## config.mk

```make
export PLATFORM = sky130hd
export DESIGN_NAME = iiitb_sd_ctrl
export DESIGN_NICKNAME = d
export VERILOG_FILES = /design/src/rtl/iiitb_sd_ctrl.sv
export SDC_FILE = /design/constraint.sdc
export NUM_CORES = 1
export LEC_CHECK = 0
export CORE_ASPECT_RATIO = 0.5
export CORE_UTILIZATION = 33
export DETAILED_ROUTE_END_ITERATION = 8
export HOLD_SLACK_MARGIN = 0.06
export PLACE_DENSITY = 0.57
export SYNTH_ARGS = -nofsm -noshare
export SYNTH_HDL_FRONTEND = slang
export SYNTH_SLANG_ARGS = --single-unit
```

## constraint.sdc

```tcl
create_clock -name clock -period 2.3 [get_ports clock]
set_clock_uncertainty 0.1 [all_clocks]
set_input_delay 0.23 -clock clock [delete_from_list [all_inputs] [get_ports clock]]
set_output_delay 0.23 -clock clock [all_outputs]
set_load 0.01 [all_outputs]
```

## src/rtl/iiitb_sd_ctrl.sv

```systemverilog
// Word-level controller around the "1011" Moore detector: serializes words MSB-first,
// counts overlapping matches, reports count/hit/first-position over valid/ready.

module iiitb_sd_fsm (
  input  logic       clock,
  input  logic       reset,
  input  logic       sequence_in,
  output logic       detector_out,
  output logic [2:0] dbg_state
);
  typedef enum logic [2:0] {
    ZERO     = 3'd0,
    ONE      = 3'd1,
    ONE_Z    = 3'd2,
    ONE_Z_O  = 3'd3,
    FOUND    = 3'd4
  } sd_state_t;

  sd_state_t state_q, state_d;

  always_ff @(posedge clock or posedge reset) begin
    if (reset) state_q <= ZERO;
    else       state_q <= state_d;
  end

  // Overlap: after a match the trailing "1" is kept as the start of the next one.
  always_comb begin
    state_d = ZERO;
    case (state_q)
      ZERO:    state_d = sequence_in ? ONE     : ZERO;
      ONE:     state_d = sequence_in ? ONE     : ONE_Z;
      ONE_Z:   state_d = sequence_in ? ONE_Z_O : ZERO;
      ONE_Z_O: state_d = sequence_in ? FOUND   : ONE_Z;
      FOUND:   state_d = sequence_in ? ONE     : ONE_Z;
      default: state_d = ZERO;
    endcase
  end

  always_comb begin
    detector_out = (state_q == FOUND);
    dbg_state    = state_q;
  end
endmodule

module iiitb_sd_ctrl #(
  parameter int WIDTH   = 8,
  parameter int COUNT_W = 4,
  parameter int POS_W   = 3
) (
  input  logic               clock,
  input  logic               reset_n,
  input  logic               in_valid,
  output logic               in_ready,
  input  logic [WIDTH-1:0]   in_data,
  output logic               out_valid,
  input  logic               out_ready,
  output logic [COUNT_W-1:0] out_count,
  output logic               out_hit,
  output logic [POS_W-1:0]   out_first,
  output logic [2:0]         dbg_state,
  output logic [2:0]         dbg_sd_state
);
  // Handshakes: a transfer happens on a rising edge where valid and ready are both 1;
  // in_ready and out_valid are decoded from state only, never from the partner signal.
  typedef enum logic [2:0] {
    S_IDLE   = 3'd0,
    S_SHIFT  = 3'd1,
    S_FLUSH1 = 3'd2,
    S_FLUSH2 = 3'd3,
    S_DONE   = 3'd4
  } state_t;

  localparam logic [POS_W-1:0] LAST_POS = POS_W'(WIDTH - 1);

  state_t             state_q, state_d;
  logic [WIDTH-1:0]   shreg_q, shreg_d;
  logic [POS_W-1:0]   idx_q, idx_d;
  logic [COUNT_W-1:0] count_q, count_d;
  logic [POS_W-1:0]   first_q, first_d;
  logic               found_q, found_d;
  logic               hit_upd;
  logic [POS_W-1:0]   hit_pos;
  logic               sd_seq;
  logic               sd_out;

  iiitb_sd_fsm u_sd (
    .clock        (clock),
    .reset        (~reset_n),
    .sequence_in  (sd_seq),
    .detector_out (sd_out),
    .dbg_state    (dbg_sd_state)
  );

  always_ff @(posedge clock or negedge reset_n) begin
    if (!reset_n) begin
      state_q <= S_IDLE;
      shreg_q <= '0;
      idx_q   <= '0;
      count_q <= '0;
      first_q <= '0;
      found_q <= 1'b0;
    end else begin
      state_q <= state_d;
      shreg_q <= shreg_d;
      idx_q   <= idx_d;
      count_q <= count_d;
      first_q <= first_d;
      found_q <= found_d;
    end
  end

  // The detector output lags its input by one cycle, so a hit seen at index i
  // belongs to bit i-1; the hit belonging to the last bit is seen in FLUSH1.
  always_comb begin
    state_d = state_q;
    shreg_d = shreg_q;
    idx_d   = idx_q;
    count_d = count_q;
    first_d = first_q;
    found_d = found_q;
    hit_upd = 1'b0;
    hit_pos = '0;
    case (state_q)
      S_IDLE: begin
        if (in_valid) begin
          shreg_d = in_data;
          idx_d   = '0;
          count_d = '0;
          first_d = '0;
          found_d = 1'b0;
          state_d = S_SHIFT;
        end
      end
      S_SHIFT: begin
        shreg_d = shreg_q << 1;
        idx_d   = idx_q + POS_W'(1);
        if (sd_out && (idx_q != '0)) begin
          hit_upd = 1'b1;
          hit_pos = idx_q - POS_W'(1);
        end
        if (idx_q == LAST_POS) state_d = S_FLUSH1;
      end
      S_FLUSH1: begin
        if (sd_out) begin
          hit_upd = 1'b1;
          hit_pos = LAST_POS;
        end
        state_d = S_FLUSH2;
      end
      S_FLUSH2: state_d = S_DONE;
      S_DONE:   if (out_ready) state_d = S_IDLE;
      default: begin
        state_d = S_IDLE;
        shreg_d = '0;
        idx_d   = '0;
        count_d = '0;
        first_d = '0;
        found_d = 1'b0;
      end
    endcase
    if (hit_upd) begin
      count_d = count_q + COUNT_W'(1);
      if (!found_q) begin
        first_d = hit_pos;
        found_d = 1'b1;
      end
    end
  end

  always_comb begin
    in_ready  = (state_q == S_IDLE);
    out_valid = (state_q == S_DONE);
    sd_seq    = (state_q == S_SHIFT) ? shreg_q[WIDTH-1] : 1'b0;
    out_count = count_q;
    out_hit   = (count_q != '0);
    out_first = first_q;
    dbg_state = state_q;
  end
endmodule

```

==> impl_metrics.prom, run 1 <==
# TYPE chip_impl_metric gauge
chip_impl_metric{name="area_added_between_synthesis_and_finish",unit="%"} 30.5
chip_impl_metric{name="dr.first_iter.drc_count",unit=""} 50
chip_impl_metric{name="syn-instance-count",unit=""} 126
chip_impl_metric{name="placement.cell_area",unit="um2"} 1620
chip_impl_metric{name="hold_viol_final",unit=""} 0
chip_impl_metric{name="grt_pass1_wl",unit="um"} 4130
chip_impl_info{name="ys_top_cells_by_area",value="sky130_fd_sc_hd__dfrtp_1, sky130_fd_sc_hd__nand2_1, sky130_fd_sc_hd__a22oi_1"} 1
chip_impl_metric{name="cts_post_setup_buffers_inserted",unit=""} 0
chip_impl_metric{name="yosysSeqAreaShare",unit="%"} 48.9
chip_impl_info{name="critPathCaptureType",value="primary output"} 1
chip_impl_metric{name="floorplan_row_count",unit=""} 15
chip_impl_metric{name="antenna-diode-count",unit=""} 0
chip_impl_metric{name="pd_cells",unit="nW/um2"} 1040
chip_impl_metric{name="post_cts.resized_instances",unit=""} 0
chip_impl_metric{name="synth.distinct_cells",unit=""} 35
chip_impl_metric{name="synth.yosys.warnings",unit=""} 0
chip_impl_metric{name="max_cap_viols",unit=""} 0
chip_impl_metric{name="cell_internal_power",unit="mW"} 1.09
chip_impl_metric{name="gr-usage-all-layers",unit="%"} 12.9
chip_impl_metric{name="hold_buffers",unit=""} 0
chip_impl_metric{name="netlist_area",unit="um2"} 1280
chip_impl_metric{name="fin_tns_setup",unit="ps"} 0
chip_impl_metric{name="area_used_by_multi_input_combinational_logic",unit="um2"} 596
chip_impl_info{name="setup_repair_after_global_routing_missed_its_margin",value="no"} 1
chip_impl_metric{name="initial_antenna_violation_count",unit=""} 0
chip_impl_metric{name="path_max_fanout",unit=""} 10
chip_impl_metric{name="design.final.nets",unit=""} 176
chip_impl_metric{name="min_period",unit="ps"} 2020
chip_impl_info{name="run_status",value="finished, final reports clean"} 1
chip_impl_metric{name="post_synthesis_net_count",unit=""} 144
chip_impl_metric{name="finalHoldWorstSlack",unit="ps"} 212
chip_impl_info{name="synthMostInstantiatedCell",value="sky130_fd_sc_hd__dfrtp_1"} 1
chip_impl_metric{name="report.final.slew_viol_count",unit=""} 0
chip_impl_metric{name="design.portCount",unit=""} 28
chip_impl_metric{name="clk_latency",unit="ps"} 260
chip_impl_metric{name="clkPwrFrac",unit="%"} 14.7
chip_impl_info{name="worstSetupPathType",value="register to primary output"} 1
chip_impl_metric{name="proportion_of_layout_cells_with_a_drive_suffix_above_1",unit="%"} 9.55
chip_impl_metric{name="postSynth.asyncResetShare",unit="%"} 100
chip_impl_metric{name="power_frac_comb",unit="%"} 44.9
chip_impl_metric{name="peakVddDrop",unit="uV"} 444
chip_impl_metric{name="post-layout-total-power",unit="mW"} 1.73
chip_impl_metric{name="die-width",unit="um"} 90.0
chip_impl_metric{name="via_count",unit=""} 982
chip_impl_metric{name="detail_route.first_pass.iterations",unit=""} 4
chip_impl_metric{name="coreArea",unit="um2"} 3570
chip_impl_metric{name="netSwitchingPower",unit="mW"} 0.639
chip_impl_info{name="synth_area_leader_cell",value="sky130_fd_sc_hd__dfrtp_1"} 1
chip_impl_info{name="synth_ff_type",value="sky130_fd_sc_hd__dfrtp_1"} 1
chip_impl_metric{name="wl_per_cell",unit="um"} 11.6
chip_impl_metric{name="cts-htree-levels",unit=""} 1
chip_impl_metric{name="first_global_vias",unit=""} 898
chip_impl_metric{name="cts.sink_count",unit=""} 25
chip_impl_metric{name="report.final.setup_viol",unit=""} 0
chip_impl_metric{name="netSwitchingFraction",unit="%"} 36.9
chip_impl_info{name="yosys-top-cells-count",value="sky130_fd_sc_hd__dfrtp_1, sky130_fd_sc_hd__nand2_1, sky130_fd_sc_hd__a22oi_1"} 1
chip_impl_metric{name="p_leak",unit="nW"} 0.744
chip_impl_metric{name="drt_wl_total",unit="um"} 2410
chip_impl_metric{name="port_buffers",unit=""} 27
chip_impl_metric{name="clockBufferDepth",unit=""} 2
chip_impl_metric{name="maximum_number_of_pins_on_one_net_before_global_route_repair",unit=""} 26
chip_impl_metric{name="max-slew-margin-rel",unit="%"} 71.1
chip_impl_metric{name="synth_top_cell_area_share",unit="%"} 48.9
chip_impl_metric{name="timing_worst_slew_pin_value",unit="ps"} 422
chip_impl_metric{name="fill_cell_instance_count_of_the_final_layout",unit=""} 363
chip_impl_info{name="cts_tree",value="done"} 1
chip_impl_metric{name="die_height",unit="um"} 46.0
chip_impl_metric{name="maxClockFrequency",unit="MHz"} 496
chip_impl_metric{name="grt.overflow.total",unit=""} 0
chip_impl_metric{name="clk_transition_reported_paths",unit="ps"} 80
chip_impl_metric{name="synth_area_per_cell",unit="um2"} 10.1
chip_impl_metric{name="placed_wire_length_estimate",unit="um"} 1780
chip_impl_info{name="hold_class",value="input pin to async pin"} 1
chip_impl_metric{name="critPathArrivalTime",unit="ps"} 1690
chip_impl_metric{name="routed_via_density",unit=""} 4.72
chip_impl_metric{name="final_antenna_net_count",unit=""} 0
chip_impl_info{name="ctsRootBufferMaster",value="sky130_fd_sc_hd__clkbuf_8"} 1
chip_impl_metric{name="share_of_the_clock_period_used_by_the_worst_path",unit="%"} 87.7
chip_impl_info{name="timing.critical_path.from_type",value="register"} 1
chip_impl_metric{name="fp.dieArea",unit="um2"} 4140
chip_impl_metric{name="synth_edf_count",unit=""} 0
chip_impl_metric{name="yosys_register_bits",unit=""} 25
chip_impl_metric{name="start_util",unit="%"} 35.9
chip_impl_metric{name="r2r_cells",unit=""} 6
chip_impl_metric{name="drt_drc_violations_left",unit=""} 0
chip_impl_metric{name="critPathRequiredTime",unit="ps"} 1970
chip_impl_metric{name="gpl.final_weighted_congestion",unit=""} 0.798
chip_impl_metric{name="final_area",unit="um2"} 1670
chip_impl_metric{name="power.share.sequential",unit="%"} 40.4
chip_impl_metric{name="regToRegSetupSlack",unit="ps"} 410
chip_impl_metric{name="ff_latch_area",unit="um2"} 626
chip_impl_metric{name="tritoncts_buffer_count",unit=""} 3
==> stage by stage <==
stage	worst slack [ps]	utilization [%]	std cells
floorplan	505	-	126
global placement	467	45.5	204
detailed placement	420	45.5	204
CTS	289	46.8	208
global route	188	46.8	208
finish	284	46.8	208
==> registers in the layout, indices dropped and copies added, names as in the netlist <==
signal          cells
found_q             1
out_count           4
idx_q               3
dbg_state           3
shreg_q             8
out_first           3
u_sd.dbg_state      3
==> cells by family after synthesis <==
family,synth area share (%)
AOI/OAI and AO/OA,17.1
muxes,2.35
DFF,48.9
buffers and inverters,4.50
xor gates and xnor gates,1.37
and+or+nand+nor,19.9
adders and majority gates,5.87
==> cell type report <==
type                       instances  area share (%)
multi-input combinational         89            35.7
timing repair buffer              33            18.9
sequential                        25            37.5
clock buffer                       3            2.47
inverter                           6            1.35
clock inverter                     1           0.300
tap                               51            3.82
==> worst max-delay path: stages (launching register included) <==
cell and delay, ps:
sky130_fd_sc_hd__dfrtp_1 520, sky130_fd_sc_hd__nor2_1 210, sky130_fd_sc_hd__nand2_1 90, sky130_fd_sc_hd__inv_1 70
sky130_fd_sc_hd__clkdlybuf4s50_1 520
==> metal layers <==
layer / GRT usage, % / vias up / part of all wire (%)
met5: 0 / - / 0
met4: 4.84 / 0 / 0
met3: 3.67 / 0 / 3.2
met2: 20.9 / 17 / 41
met1: 17.0 / 462 / 55
li1: - / 503 / -
==> layout by cell type (no fill, tap or decap), types with 2 or more instances in the layout <==
master / instances
sky130_fd_sc_hd__clkdlybuf4s50_1: 27
sky130_fd_sc_hd__dfrtp_1: 25
sky130_fd_sc_hd__nand2_1: 21
sky130_fd_sc_hd__a22oi_1: 10
sky130_fd_sc_hd__nor2_1: 8
sky130_fd_sc_hd__inv_1: 6
sky130_fd_sc_hd__o21ai_1: 6
sky130_fd_sc_hd__ha_1: 6
sky130_fd_sc_hd__buf_4: 6
sky130_fd_sc_hd__nand2b_1: 5
sky130_fd_sc_hd__mux2i_1: 3
sky130_fd_sc_hd__o21ai_0: 3
sky130_fd_sc_hd__clkbuf_8: 3
sky130_fd_sc_hd__nor3b_1: 2
sky130_fd_sc_hd__nor2b_1: 2
sky130_fd_sc_hd__a21oi_1: 2
sky130_fd_sc_hd__a22o_1: 2
sky130_fd_sc_hd__nand3b_1: 2
==> power by group through the flow <==
stage               registers, mW  clock network (mW)  logic (mW)
floorplan                   0.672                   0       0.515
global route                0.719               0.274       0.880
finish                      0.700               0.255       0.779
CTS                         0.699               0.263       0.792
detailed placement          0.707                   0       0.788
global placement            0.705                   0       0.779
==> final timing paths <==
kind                              startpoint            to
worst max-delay path            dbg_state[0]     out_valid
worst min-delay path                 reset_n    shreg_q[0]
worst max register to register      idx_q[0]  out_count[2]
worst min register to register    shreg_q[5]    shreg_q[5]
max in group asynchronous            reset_n  dbg_state[1]
min in group clock                shreg_q[5]    shreg_q[5]
(Power assumes the default switching activity.)
==> run 2: changes to the inputs <==
ABC_AREA = 0   (was default)
PLACE_DENSITY = default   (was 0.57)
==> run 2 against run 1 <==
  * Register-to-register slack about the same
  * Via count down 0.61%
  * Worst hold slack better by 4.5 ps
  * Sequential cell count unchanged
  * Design area unchanged
  * Clock power about the same
  * Final cell count unchanged
  * Largest cell class unchanged
  * Largest power group unchanged
==> impl_metrics.prom, run 2 (synthesis gave the netlist of run 1 again) <==
# TYPE chip_impl_metric gauge
chip_impl_metric{name="proportion_of_layout_cells_with_a_drive_suffix_above_1",unit="%"} 9.55
chip_impl_metric{name="die_height",unit="um"} 46.0
chip_impl_metric{name="critical-path-max-stage-delay",unit="ps"} 520
chip_impl_metric{name="via_count",unit=""} 976
chip_impl_metric{name="max_cap_viols",unit=""} 0
chip_impl_info{name="worstSetupPathType",value="register to primary output"} 1
chip_impl_metric{name="pd_cells",unit="nW/um2"} 1040
chip_impl_metric{name="final_antenna_net_count",unit=""} 0
chip_impl_metric{name="grt.overflow.total",unit=""} 0
chip_impl_metric{name="grt_pass1_wl",unit="um"} 4340
chip_impl_metric{name="placed_cells_incl_taps",unit=""} 204
chip_impl_metric{name="tritoncts_buffer_count",unit=""} 3
chip_impl_metric{name="post-layout-total-power",unit="mW"} 1.74
chip_impl_info{name="crit_path_top_delay_cell",value="sky130_fd_sc_hd__clkdlybuf4s50_1"} 1
chip_impl_metric{name="critPathArrivalTime",unit="ps"} 1660
chip_impl_metric{name="clk_latency",unit="ps"} 270
chip_impl_info{name="layout.cells.most_common_list",value="sky130_fd_sc_hd__clkdlybuf4s50_1, sky130_fd_sc_hd__dfrtp_1, sky130_fd_sc_hd__nand2_1"} 1
chip_impl_info{name="cts_tree",value="done"} 1
chip_impl_metric{name="hold_buffers",unit=""} 0
chip_impl_metric{name="count_of_non_filler_cells_in_the_finished_layout",unit=""} 208
chip_impl_metric{name="design.portCount",unit=""} 28
chip_impl_metric{name="coreArea",unit="um2"} 3570
chip_impl_metric{name="cts.sink_count",unit=""} 25
chip_impl_info{name="ctsRootBufferMaster",value="sky130_fd_sc_hd__clkbuf_8"} 1
chip_impl_metric{name="min_period",unit="ps"} 1990
chip_impl_metric{name="clockBufferDepth",unit=""} 2
chip_impl_info{name="layout_commonest_cell",value="sky130_fd_sc_hd__clkdlybuf4s50_1"} 1
chip_impl_metric{name="die-width",unit="um"} 90.0
chip_impl_info{name="top_register",value="shreg_q"} 1
chip_impl_info{name="timing.critical_path.from_type",value="register"} 1
chip_impl_metric{name="placed_wire_length_estimate",unit="um"} 1780
chip_impl_metric{name="path_max_fanout",unit=""} 10
chip_impl_metric{name="port_buffers",unit=""} 27
chip_impl_metric{name="placement.cell_area",unit="um2"} 1620
chip_impl_metric{name="dr.first_iter.drc_count",unit=""} 27
chip_impl_metric{name="regToRegSetupSlack",unit="ps"} 420
chip_impl_metric{name="clk_transition_reported_paths",unit="ps"} 90
chip_impl_metric{name="report.final.slew_viol_count",unit=""} 0
chip_impl_metric{name="area_added_between_synthesis_and_finish",unit="%"} 30.5
chip_impl_metric{name="final_area",unit="um2"} 1670
chip_impl_metric{name="largest_reg_flops",unit=""} 8
chip_impl_metric{name="p_leak",unit="nW"} 0.745
chip_impl_metric{name="hold_viol_final",unit=""} 0
chip_impl_metric{name="routed_via_density",unit=""} 4.69
chip_impl_metric{name="netSwitchingPower",unit="mW"} 0.646
chip_impl_metric{name="detail_route.first_pass.iterations",unit=""} 4
chip_impl_metric{name="cts_post_setup_buffers_inserted",unit=""} 0
chip_impl_metric{name="initial_antenna_violation_count",unit=""} 0
chip_impl_metric{name="design.final.nets",unit=""} 176
chip_impl_metric{name="share_of_the_clock_period_used_by_the_worst_path",unit="%"} 86.6
chip_impl_info{name="run_status",value="finished, final reports clean"} 1
chip_impl_metric{name="maxClockFrequency",unit="MHz"} 502
chip_impl_metric{name="gpl.final_weighted_congestion",unit=""} 0.779
chip_impl_metric{name="post_cts.resized_instances",unit=""} 0
chip_impl_info{name="crit_chain",value="nor2_1, nand2_1, inv_1, clkdlybuf4s50_1"} 1
chip_impl_metric{name="antenna-diode-count",unit=""} 0
chip_impl_metric{name="cell_internal_power",unit="mW"} 1.09
chip_impl_metric{name="peakVddDrop",unit="uV"} 389
chip_impl_metric{name="floorplan_row_count",unit=""} 15
chip_impl_metric{name="cts-htree-levels",unit=""} 1
chip_impl_metric{name="wl_per_cell",unit="um"} 11.9
chip_impl_info{name="setup_repair_after_global_routing_missed_its_margin",value="no"} 1
chip_impl_metric{name="max-slew-margin-rel",unit="%"} 74.4
chip_impl_info{name="critPathCaptureType",value="primary output"} 1
chip_impl_metric{name="critPathRequiredTime",unit="ps"} 1970
chip_impl_metric{name="drt_drc_violations_left",unit=""} 0
chip_impl_info{name="hold_class",value="input pin to async pin"} 1
chip_impl_metric{name="gr-usage-all-layers",unit="%"} 13.7
chip_impl_metric{name="clkPwrFrac",unit="%"} 14.9
chip_impl_metric{name="netSwitchingFraction",unit="%"} 37.2
chip_impl_metric{name="timing_worst_slew_pin_value",unit="ps"} 374
chip_impl_metric{name="first_global_vias",unit=""} 944
chip_impl_metric{name="finalHoldWorstSlack",unit="ps"} 217
chip_impl_metric{name="fin_tns_setup",unit="ps"} 0
chip_impl_metric{name="drt_wl_total",unit="um"} 2470
chip_impl_metric{name="start_util",unit="%"} 35.9
chip_impl_metric{name="power_frac_comb",unit="%"} 45.0
chip_impl_metric{name="power.share.sequential",unit="%"} 40.1
chip_impl_metric{name="maximum_number_of_pins_on_one_net_before_global_route_repair",unit=""} 26
chip_impl_metric{name="report.final.setup_viol",unit=""} 0
chip_impl_metric{name="fp.dieArea",unit="um2"} 4140
## run 2: cell counts in the layout (fill, tap and decap cells not counted)
No cell type changed its count.
## run 2: final timing paths
check,start,to,cells past startpoint
max in group asynchronous,reset_n,idx_q[2],2
max reg2reg,idx_q[0],out_count[2],6
max,dbg_state[0],out_valid,4
min reg2reg,shreg_q[4],shreg_q[4],2
min,reset_n,idx_q[0],2
min in group clock,shreg_q[4],shreg_q[4],2
## run 2: metrics by stage
stage / util (%) / worst slack (ps)
after floorplan: - / 505
after global placement: 45.5 / 464
after detailed placement: 45.5 / 421
after CTS: 46.8 / 293
after global routing: 46.8 / 148
final: 46.8 / 309
## run 2: final cells by class
type,count,area (um2)
Clock buffer,3,41.3
Multi-Input combinational cell,89,596
Fill cell,340,1900
Sequential cell,25,626
Clock inverter,1,5.00
Inverter,6,22.5
Timing Repair Buffer,33,315
Tap cell,51,63.8
## run 2: layer usage
| layer | track usage (%) | vias up | share of wire (%) |
|---|---|---|---|
| li1 | - | 503 | - |
| met1 | 18.9 | 454 | 54 |
| met2 | 21.1 | 17 | 42 |
| met3 | 3.67 | 2 | 3.4 |
| met4 | 4.84 | 0 | 1.1 |
| met5 | 0 | - | 0 |
## run 2: worst max-delay path, delay by kind of cell, from the launching register on
kind / cells / cell delay (ps)
and+or+nand+nor: 2 / 300
DFF: 1 / 510
buffers and inverters: 2 / 590
## run 2: power groups by stage
| stage | sequential (mW) | clock (mW) | combinational [mW] |
|---|---|---|---|
| after floorplan | 0.672 | 0 | 0.515 |
| after global placement | 0.702 | 0 | 0.773 |
| after detailed placement | 0.705 | 0 | 0.788 |
| after CTS | 0.697 | 0.268 | 0.792 |
| after global routing | 0.721 | 0.287 | 0.878 |
| final | 0.697 | 0.258 | 0.782 |
==> run 3: changes to the inputs <==
CORE_UTILIZATION = 49   (was 33)
CTS_CLUSTER_DIAMETER = 100   (was default)
PLACE_DENSITY = 0.78   (was default)
==> run 3 against run 2 <==
  * Maximum frequency decreased by 0.52%
  * First-iteration DRC count increased by 67%
  * Largest power group unchanged
  * Critical path depth unchanged
  * Highest routed layer unchanged
  * Core utilization increased by 23 points
  * Power decreased by 1.7%
==> impl_metrics.prom, run 3 (synthesis gave the netlist of run 1 again) <==
# TYPE chip_impl_metric gauge
chip_impl_metric{name="grt.overflow.total",unit=""} 0
chip_impl_metric{name="hold_viol_final",unit=""} 0
chip_impl_metric{name="placed_cells_incl_taps",unit=""} 187
chip_impl_metric{name="finalHoldWorstSlack",unit="ps"} 217
chip_impl_metric{name="critPathArrivalTime",unit="ps"} 1670
chip_impl_metric{name="cts-htree-levels",unit=""} 1
chip_impl_info{name="layout_commonest_cell",value="sky130_fd_sc_hd__clkdlybuf4s50_1"} 1
chip_impl_metric{name="first_global_vias",unit=""} 914
chip_impl_info{name="run_status",value="finished, final reports clean"} 1
chip_impl_metric{name="fin_tns_setup",unit="ps"} 0
chip_impl_metric{name="gpl.final_weighted_congestion",unit=""} 0.705
chip_impl_metric{name="clk_transition_reported_paths",unit="ps"} 80
chip_impl_metric{name="final_area",unit="um2"} 1640
chip_impl_metric{name="wl_per_cell",unit="um"} 12.2
chip_impl_metric{name="maximum_number_of_pins_on_one_net_before_global_route_repair",unit=""} 26
chip_impl_metric{name="report.final.setup_viol",unit=""} 0
chip_impl_metric{name="antenna-diode-count",unit=""} 0
chip_impl_info{name="ctsRootBufferMaster",value="sky130_fd_sc_hd__clkbuf_8"} 1
chip_impl_metric{name="tritoncts_buffer_count",unit=""} 3
chip_impl_metric{name="cts_post_setup_buffers_inserted",unit=""} 0
chip_impl_metric{name="gr-usage-all-layers",unit="%"} 20.3
chip_impl_info{name="top_register",value="shreg_q"} 1
chip_impl_metric{name="largest_reg_flops",unit=""} 8
chip_impl_metric{name="pd_cells",unit="nW/um2"} 1040
chip_impl_metric{name="die-width",unit="um"} 74.2
chip_impl_metric{name="grt_pass1_wl",unit="um"} 4080
chip_impl_info{name="critPathCaptureType",value="primary output"} 1
chip_impl_metric{name="final_antenna_net_count",unit=""} 0
chip_impl_metric{name="clockBufferDepth",unit=""} 2
chip_impl_metric{name="via_count",unit=""} 999
chip_impl_metric{name="maxClockFrequency",unit="MHz"} 500
chip_impl_metric{name="die_height",unit="um"} 38.1
chip_impl_metric{name="hold_buffers",unit=""} 0
chip_impl_metric{name="clk_latency",unit="ps"} 270
chip_impl_metric{name="area_added_between_synthesis_and_finish",unit="%"} 28.3
chip_impl_metric{name="placement.cell_area",unit="um2"} 1600
chip_impl_metric{name="start_util",unit="%"} 54.6
chip_impl_metric{name="dr.first_iter.drc_count",unit=""} 45
chip_impl_metric{name="report.final.slew_viol_count",unit=""} 0
chip_impl_metric{name="cts.sink_count",unit=""} 25
chip_impl_metric{name="routed_via_density",unit=""} 5.23
chip_impl_metric{name="p_leak",unit="nW"} 0.737
chip_impl_metric{name="detail_route.first_pass.iterations",unit=""} 4
chip_impl_metric{name="min_period",unit="ps"} 2000
chip_impl_metric{name="placed_wire_length_estimate",unit="um"} 1650
chip_impl_metric{name="design.portCount",unit=""} 28
chip_impl_metric{name="design.final.nets",unit=""} 175
chip_impl_metric{name="port_buffers",unit=""} 27
chip_impl_metric{name="fp.dieArea",unit="um2"} 2830
chip_impl_metric{name="path_max_fanout",unit=""} 11
chip_impl_metric{name="proportion_of_layout_cells_with_a_drive_suffix_above_1",unit="%"} 8.33
chip_impl_metric{name="post-route-util",unit="%"} 70.0
chip_impl_metric{name="peakVddDrop",unit="uV"} 566
chip_impl_metric{name="drt_drc_violations_left",unit=""} 0
chip_impl_info{name="worstSetupPathType",value="register to primary output"} 1
chip_impl_metric{name="share_of_the_clock_period_used_by_the_worst_path",unit="%"} 87.0
chip_impl_metric{name="count_of_non_filler_cells_in_the_finished_layout",unit=""} 191
chip_impl_info{name="cts_tree",value="done"} 1
chip_impl_metric{name="drt_wl_total",unit="um"} 2330
chip_impl_metric{name="timing_worst_slew_pin_value",unit="ps"} 410
chip_impl_metric{name="max_cap_viols",unit=""} 0
chip_impl_info{name="timing.critical_path.from_type",value="register"} 1
chip_impl_metric{name="critPathRequiredTime",unit="ps"} 1970
chip_impl_metric{name="initial_antenna_violation_count",unit=""} 0
chip_impl_metric{name="coreArea",unit="um2"} 2340
chip_impl_metric{name="floorplan_row_count",unit=""} 12
chip_impl_info{name="setup_repair_after_global_routing_missed_its_margin",value="no"} 1
chip_impl_metric{name="post_cts.resized_instances",unit=""} 0
chip_impl_metric{name="max-slew-margin-rel",unit="%"} 72.6
chip_impl_info{name="layout.cells.most_common_list",value="sky130_fd_sc_hd__clkdlybuf4s50_1, sky130_fd_sc_hd__dfrtp_1, sky130_fd_sc_hd__nand2_1"} 1
chip_impl_info{name="hold_class",value="input pin to async pin"} 1
## run 3: changes by cell type in the layout (fill, tap and decap cells not counted)
cell                       delta
sky130_fd_sc_hd__buf_4        -1
sky130_fd_sc_hd__clkinv_2     -1
sky130_fd_sc_hd__clkbuf_1     +1
## run 3: critical path: stages, from the launching register on
cell	delay (ps)
sky130_fd_sc_hd__dfrtp_1	510
sky130_fd_sc_hd__nor2_1	210
sky130_fd_sc_hd__nand2_1	90
sky130_fd_sc_hd__inv_1	70
sky130_fd_sc_hd__clkdlybuf4s50_1	530
## run 3: worst paths after layout
kind / start / cells past startpoint / to / slack (ps)
max: dbg_state[1] / 4 / out_valid / 300
min: reset_n / 2 / shreg_q[1] / 220
max reg2reg: idx_q[0] / 6 / out_count[2] / 400
min reg2reg: shreg_q[6] / 2 / shreg_q[6] / 390
max in group asynchronous: reset_n / 2 / u_sd.dbg_state[2] / 1650
min in group clock: shreg_q[6] / 2 / shreg_q[6] / 390
## run 3: layout make-up
| class | count | area, um2 |
|---|---|---|
| flip-flops and latches | 25 | 626 |
| well taps | 35 | 43.8 |
| repair buffers | 32 | 308 |
| clock buffers | 4 | 45.0 |
| multi-input cells | 89 | 596 |
| fillers | 193 | 702 |
| inverters | 6 | 22.5 |
## run 3: metrics by stage
stage	total power, mW	setup WS [ps]
after floorplan	1.19	505
after global placement	1.45	476
after detailed placement	1.47	408
after CTS	1.73	289
after global routing	1.86	195
final	1.71	299
## run 3: where the power goes
| part | switching, mW | internal [mW] |
|---|---|---|
| clock network | 0.131 | 0.124 |
| registers | 0.135 | 0.568 |
| logic | 0.361 | 0.390 |
| total | 0.626 | 1.08 |
## run 3: metal layers
metal  wire length, um  part of all wire (%)  global-route usage [%]  vias up
met1              1180                    50                    27.2      475
li1                  -                     -                       -      500
met2              1030                    44                    31.6       19
met5                 0                     0                       0        -
met4                41                   1.8                    8.49        0
met3                86                   3.7                    5.53        5
